File: config.mk
export PLATFORM = sky130hd
export DESIGN_NAME = apb_master_arbiter
export DESIGN_NICKNAME = d
export VERILOG_FILES = /design/src/rtl/apb_master_arbiter_pkg.sv /design/src/rtl/apb_master_arbiter_rr_pick.sv /design/src/rtl/apb_master_arbiter.sv
export SDC_FILE = /design/constraint.sdc
export NUM_CORES = 1
export LEC_CHECK = 0
export ABC_CLOCK_PERIOD_IN_PS = 1700
export BUFFER_PORTS_ARGS = -buffer_cell sky130_fd_sc_hd__buf_4
export CORE_MARGIN = 10
export CORE_UTILIZATION = 40
export DETAILED_ROUTE_END_ITERATION = 8
export PLACE_DENSITY_LB_ADDON = 0.05
export SLEW_MARGIN = 20
export SYNTH_ARGS = -nofsm -noshare
export SYNTH_HDL_FRONTEND = slang
export SYNTH_SLANG_ARGS = --single-unit
File: constraint.sdc
create_clock -name S_PCLK -period 1.7 [get_ports S_PCLK]
set_clock_uncertainty 0.05 [all_clocks]
set_input_delay 0.34 -clock S_PCLK [delete_from_list [all_inputs] [get_ports S_PCLK]]
set_output_delay 0.34 -clock S_PCLK [all_outputs]
set_load 0.02 [all_outputs]
File: src/rtl/apb_master_arbiter_pkg.sv
// Shared types for the APB master arbiter: FSM state encoding and grant-width helper.
package apb_master_arbiter_pkg;

  typedef enum logic [1:0] {
    ARB_IDLE   = 2'd0,
    ARB_SETUP  = 2'd1,
    ARB_ACCESS = 2'd2,
    ARB_DONE   = 2'd3
  } arb_state_e;

  // A single requester still needs a 1-bit grant index.
  function automatic int grant_width(input int n);
    return (n > 1) ? $clog2(n) : 1;
  endfunction

endpackage

File: src/rtl/apb_master_arbiter_rr_pick.sv
// Round-robin pick: first set request bit searching last+1, last+2, ... modulo N.
module rr_priority_pick #(
  parameter int N  = 2,
  parameter int GW = 1
) (
  input  logic [N-1:0]  req_i,
  input  logic [GW-1:0] last_i,
  output logic          valid_o,
  output logic [GW-1:0] idx_o
);

  function automatic logic [GW-1:0] wrap_add(input logic [GW-1:0] base, input int off);
    return GW'((int'(base) + off) % N);
  endfunction

  // Walk from the lowest priority to the highest so the last hit wins.
  always_comb begin
    valid_o = 1'b0;
    idx_o   = '0;
    for (int i = N; i >= 1; i--) begin
      if (req_i[wrap_add(last_i, i)]) begin
        valid_o = 1'b1;
        idx_o   = wrap_add(last_i, i);
      end
    end
  end

endmodule

File: src/rtl/apb_master_arbiter.sv
// Shares one downstream APB master port among NUM_MASTERS requesters with a
// round-robin grant that is locked for a whole SETUP/ACCESS/return transfer.
module apb_master_arbiter
  import apb_master_arbiter_pkg::*;
#(
  parameter  int BUS_WIDTH   = 16,
  parameter  int NUM_MASTERS = 2,
  localparam int GW          = grant_width(NUM_MASTERS)
) (
  input  logic                             S_PCLK,
  input  logic                             S_PRESETn,
  input  logic [NUM_MASTERS*BUS_WIDTH-1:0] S_PADDR,
  input  logic [NUM_MASTERS-1:0]           S_PWRITE,
  input  logic [NUM_MASTERS-1:0]           S_PSELx,
  input  logic [NUM_MASTERS-1:0]           S_PENABLE,
  input  logic [NUM_MASTERS*BUS_WIDTH-1:0] S_PWDATA,
  output logic [BUS_WIDTH-1:0]             S_PRDATA,
  output logic [NUM_MASTERS-1:0]           S_PREADY,
  output logic [BUS_WIDTH-1:0]             M_PADDR,
  output logic                             M_PWRITE,
  output logic                             M_PSELx,
  output logic                             M_PENABLE,
  output logic [BUS_WIDTH-1:0]             M_PWDATA,
  input  logic [BUS_WIDTH-1:0]             M_PRDATA,
  input  logic                             M_PREADY,
  output logic [GW-1:0]                    M_GRANT,
  output arb_state_e                       dbg_state_o
);

  arb_state_e           state_q;
  logic [GW-1:0]        last_q;
  logic [GW-1:0]        grant_q;
  logic [BUS_WIDTH-1:0] addr_q;
  logic [BUS_WIDTH-1:0] wdata_q;
  logic [BUS_WIDTH-1:0] rdata_q;
  logic                 write_q;
  logic                 psel_q;
  logic                 penable_q;

  logic [BUS_WIDTH-1:0] req_addr  [NUM_MASTERS];
  logic [BUS_WIDTH-1:0] req_wdata [NUM_MASTERS];
  logic                 pick_valid;
  logic [GW-1:0]        pick_idx;
  logic                 done_leave;
  logic [NUM_MASTERS-1:0] pready;

  for (genvar i = 0; i < NUM_MASTERS; i++) begin : g_unpack
    assign req_addr[i]  = S_PADDR[i*BUS_WIDTH +: BUS_WIDTH];
    assign req_wdata[i] = S_PWDATA[i*BUS_WIDTH +: BUS_WIDTH];
  end

  rr_priority_pick #(
    .N  (NUM_MASTERS),
    .GW (GW)
  ) u_pick (
    .req_i   (S_PSELx),
    .last_i  (last_q),
    .valid_o (pick_valid),
    .idx_o   (pick_idx)
  );

  // Leave DONE when the requester completes its access phase or abandons it.
  assign done_leave = !S_PSELx[grant_q] || S_PENABLE[grant_q];

  always_ff @(posedge S_PCLK or negedge S_PRESETn) begin
    if (!S_PRESETn) begin
      state_q   <= ARB_IDLE;
      last_q    <= GW'(NUM_MASTERS - 1);
      grant_q   <= '0;
      addr_q    <= '0;
      wdata_q   <= '0;
      rdata_q   <= '0;
      write_q   <= 1'b0;
      psel_q    <= 1'b0;
      penable_q <= 1'b0;
    end else begin
      case (state_q)
        ARB_IDLE: begin
          if (pick_valid) begin
            grant_q <= pick_idx;
            addr_q  <= req_addr[pick_idx];
            wdata_q <= req_wdata[pick_idx];
            write_q <= S_PWRITE[pick_idx];
            psel_q  <= 1'b1;
            state_q <= ARB_SETUP;
          end
        end
        ARB_SETUP: begin
          penable_q <= 1'b1;
          state_q   <= ARB_ACCESS;
        end
        ARB_ACCESS: begin
          if (M_PREADY) begin
            rdata_q   <= M_PRDATA;
            psel_q    <= 1'b0;
            penable_q <= 1'b0;
            state_q   <= ARB_DONE;
          end
        end
        ARB_DONE: begin
          if (done_leave) begin
            last_q  <= grant_q;
            state_q <= ARB_IDLE;
          end
        end
        default: state_q <= ARB_IDLE;
      endcase
    end
  end

  always_comb begin
    pready = '0;
    if (state_q == ARB_DONE && S_PSELx[grant_q] && S_PENABLE[grant_q]) begin
      pready[grant_q] = 1'b1;
    end
  end

  assign S_PREADY    = pready;
  assign S_PRDATA    = (|pready) ? rdata_q : '0;
  assign M_PADDR     = addr_q;
  assign M_PWRITE    = write_q;
  assign M_PWDATA    = wdata_q;
  assign M_PSELx     = psel_q;
  assign M_PENABLE   = penable_q;
  assign M_GRANT     = grant_q;
  assign dbg_state_o = state_q;

endmodule

==> metrics <==
status finished with violations; failing checks negative setup slack; Crit Path Category reg -> out; number of global-route vias before repair 2423; R2R Path Start dbg_state_o[1]; Detail Route Antenna Nets 0; RSZ-0062 raised after global routing true; Net Count, Synth roughly 330; Cell variety after synth 28; worst setup path startpoint M_GRANT; final-report max-slew violation count 0; multi-input combinational cell area about 1300 sq um; post-synth top area cell dfrtp_1; sequential area share after synthesis between 50% and 60%; CTS buffer count 5; max cap viols 0; Vias/cell about 4.8; CTS tree done; first-pass GRT wire length around 12000 um; clk buf depth 2; Area growth syn-to-layout 58.93%; depth of the most critical reg-to-reg path 6; vias between 2000 and 2500; Syn Inst Count approximately 240; worst hold path type in -> reg; fin worst setup slack -107.6 ps; DR WL/cell 15.58 um; clk sinks between 50 and 60; most frequent cell after synthesis dfrtp_1; final core utilization 65.89%; Synth top area share between 50% and 60%; DP Area 3877 sq um; Hold Vio Cnt, Final 0; setup TNS -1384 ps; initial DRC count between 40 and 50; I/O pin count ~150; final worst-path cycle share 106.3%; CP Data Arrival Time 1420 ps; root buf cell clkbuf_8; Slew headroom a little under three quarters; Max Fanout on Critical Path 16; # setup viols final 17; CP Launch Type flop; layout cells sized above 1 53.57%; total routed wirelength approximately 7300 um; Pwr Density about 1600 nW/um^2; I/O Buffers between 100 and 150; VDD IR max ~0.68 mV; post-synthesis cell area 2663 sq um; final instance area 4232 sq um; initial core utilization just over 40%; register area approximately 1400 sq um; row count 29; Fillers 538; Worst-Margin Slew about 420 ps; htree depth 2; largest net degree at the start of global routing 35; reg2reg end dbg_state_o[1]; clk_lat worst skew about 300 ps; Mean Syn Cell Area between 10 and 15 sq um; Pre-antenna DRT Iters 4; core area between 6000 and 7000 sq um; share of flip-flops with an asynchronous set or reset 100.0%; Leak 2.113 nW; Period minus WS final around 1800 ps; total track usage between 10 and 15%; DR DRC count 0; EDFF count, synth 0; Power, Total slightly below 7 mW; crit end category output pin; Worst setup endpoint S_PRDATA[3]; fmax 553.2 MHz; Main synth FF type dfrtp_1; clock slew at reported path FFs roughly 90 ps; Detailed Place HPWL about 5800 um; R2R setup slack approximately 60 ps; top cells by area, synth dfrtp_1 (51%), mux2i_1 (13%), mux2_2 (6.8%); initial antenna violation count 0; Req. time, crit path ~1300 ps; nets just under 500; number of synthesis warnings 0; commonest cells in the netlist dfrtp_1 (54), nand2_1 (38), mux2i_1 (34); Antenna Cells 0; Die Span X ~100 um; Die Y between 100 and 150 um; die footprint just over 10000 sq um; Yosys reg bits 55; total grt overflow 0; GPL Wtd Cong 0.7671
[placed cells by master (no fill, tap or decap), types with 2 or more instances in the layout]
master / instances
buf_4: 138
dfrtp_1: 51
nand2_1: 38
mux2i_1: 34
o21ai_1: 29
buf_6: 17
mux2_2: 16
and3_4: 9
nor2_1: 5
o21ai_0: 5
clkbuf_8: 5
buf_12: 5
and3_1: 4
dfrtp_2: 3
nand2b_1: 3
and3_2: 3
inv_1: 3
ha_4: 3
o21ai_4: 2
a22o_1: 2
ha_1: 2
bufinv_16: 2
[power breakdown]
| group | total [mW] | leakage, nW | switching, mW | internal [mW] |
|---|---|---|---|---|
| clock | 0.995 | 0.0654 | 0.407 | 0.588 |
| combinational | 3.54 | 1.38 | 1.82 | 1.72 |
| sequential | 2.32 | 0.665 | 0.354 | 1.97 |
| total | 6.86 | 2.11 | 2.58 | 4.28 |
[cells by family (layout without fill, tap and decap cells)]
family | after synthesis | after routing | share of synthesized area (%)
simple gates | 63 | 63 | 10.71
flops | 55 | 55 | 51.74
mux | 51 | 51 | 19.97
compound gates | 44 | 44 | 9.962
buf+inv | 20 | 174 | 5.263
fa+ha+maj | 5 | 5 | 2.350
[flip-flops by register name, indices dropped and copies added, names as in the netlist]
name,cells
M_PSELx,1
rdata_q,16
M_GRANT,1
dbg_state_o,2
M_PWDATA,16
last_q,1
M_PWRITE,1
M_PENABLE,1
M_PADDR,16
[worst max-delay path, stage by stage (launching register included)]
cell	delay (ps)
dfrtp_2	460
nand3_2	100
o21ai_4	70
buf_12	140
and3_2	210
buf_6	130
[worst min path at each step]
stage / startpoint / end / cells past startpoint
finish: M_PREADY / M_PENABLE / 2
global route: M_PRDATA[2] / rdata_q[2] / 2
CTS: M_PREADY / M_PENABLE / 2
detailed placement: S_PRESETn / rdata_q[5] / 1
global placement: S_PRESETn / rdata_q[5] / 1
floorplan: S_PRESETn / M_GRANT / 0
[cell type report]
class,count,share of cell area (%)
inverter,5,0.5027
clock buffer,6,1.715
clock inverter,2,1.419
sequential,55,32.64
tap,77,2.277
multi-input combinational,163,29.83
timing repair buffer,161,31.61
[metrics by stage]
| step | setup slack [ps] | hold WS, ps | std cells |
|---|---|---|---|
| finish | -107.6 | 204.7 | 469 |
| global route | -155.3 | 188.9 | 469 |
| CTS | -93.11 | 197.1 | 467 |
| detailed placement | 5.306 | 229.2 | 454 |
| global placement | 76.59 | 228.8 | 454 |
| floorplan | 19.40 | -5.591 | 238 |
[timing repair]
item	4_1_cts	5_1_grt
hold endpoints to repair	24	0
hold buffers	1	0
pin swaps	3	1
resized for setup	25	13
setup endpoints to repair	17	48
setup buffers	4	2
[routing by layer]
| layer | vias up | global-route usage (%) | wire, um |
|---|---|---|---|
| met5 | - | 0 | 0 |
| met2 | 94 | 23.41 | 3666 |
| li1 | 1123 | - | - |
| met1 | 1011 | 15.27 | 2770 |
| met3 | 8 | 6.807 | 787 |
| met4 | 0 | 3.960 | 83 |
Note: power is estimated with default switching activity, not from simulation.
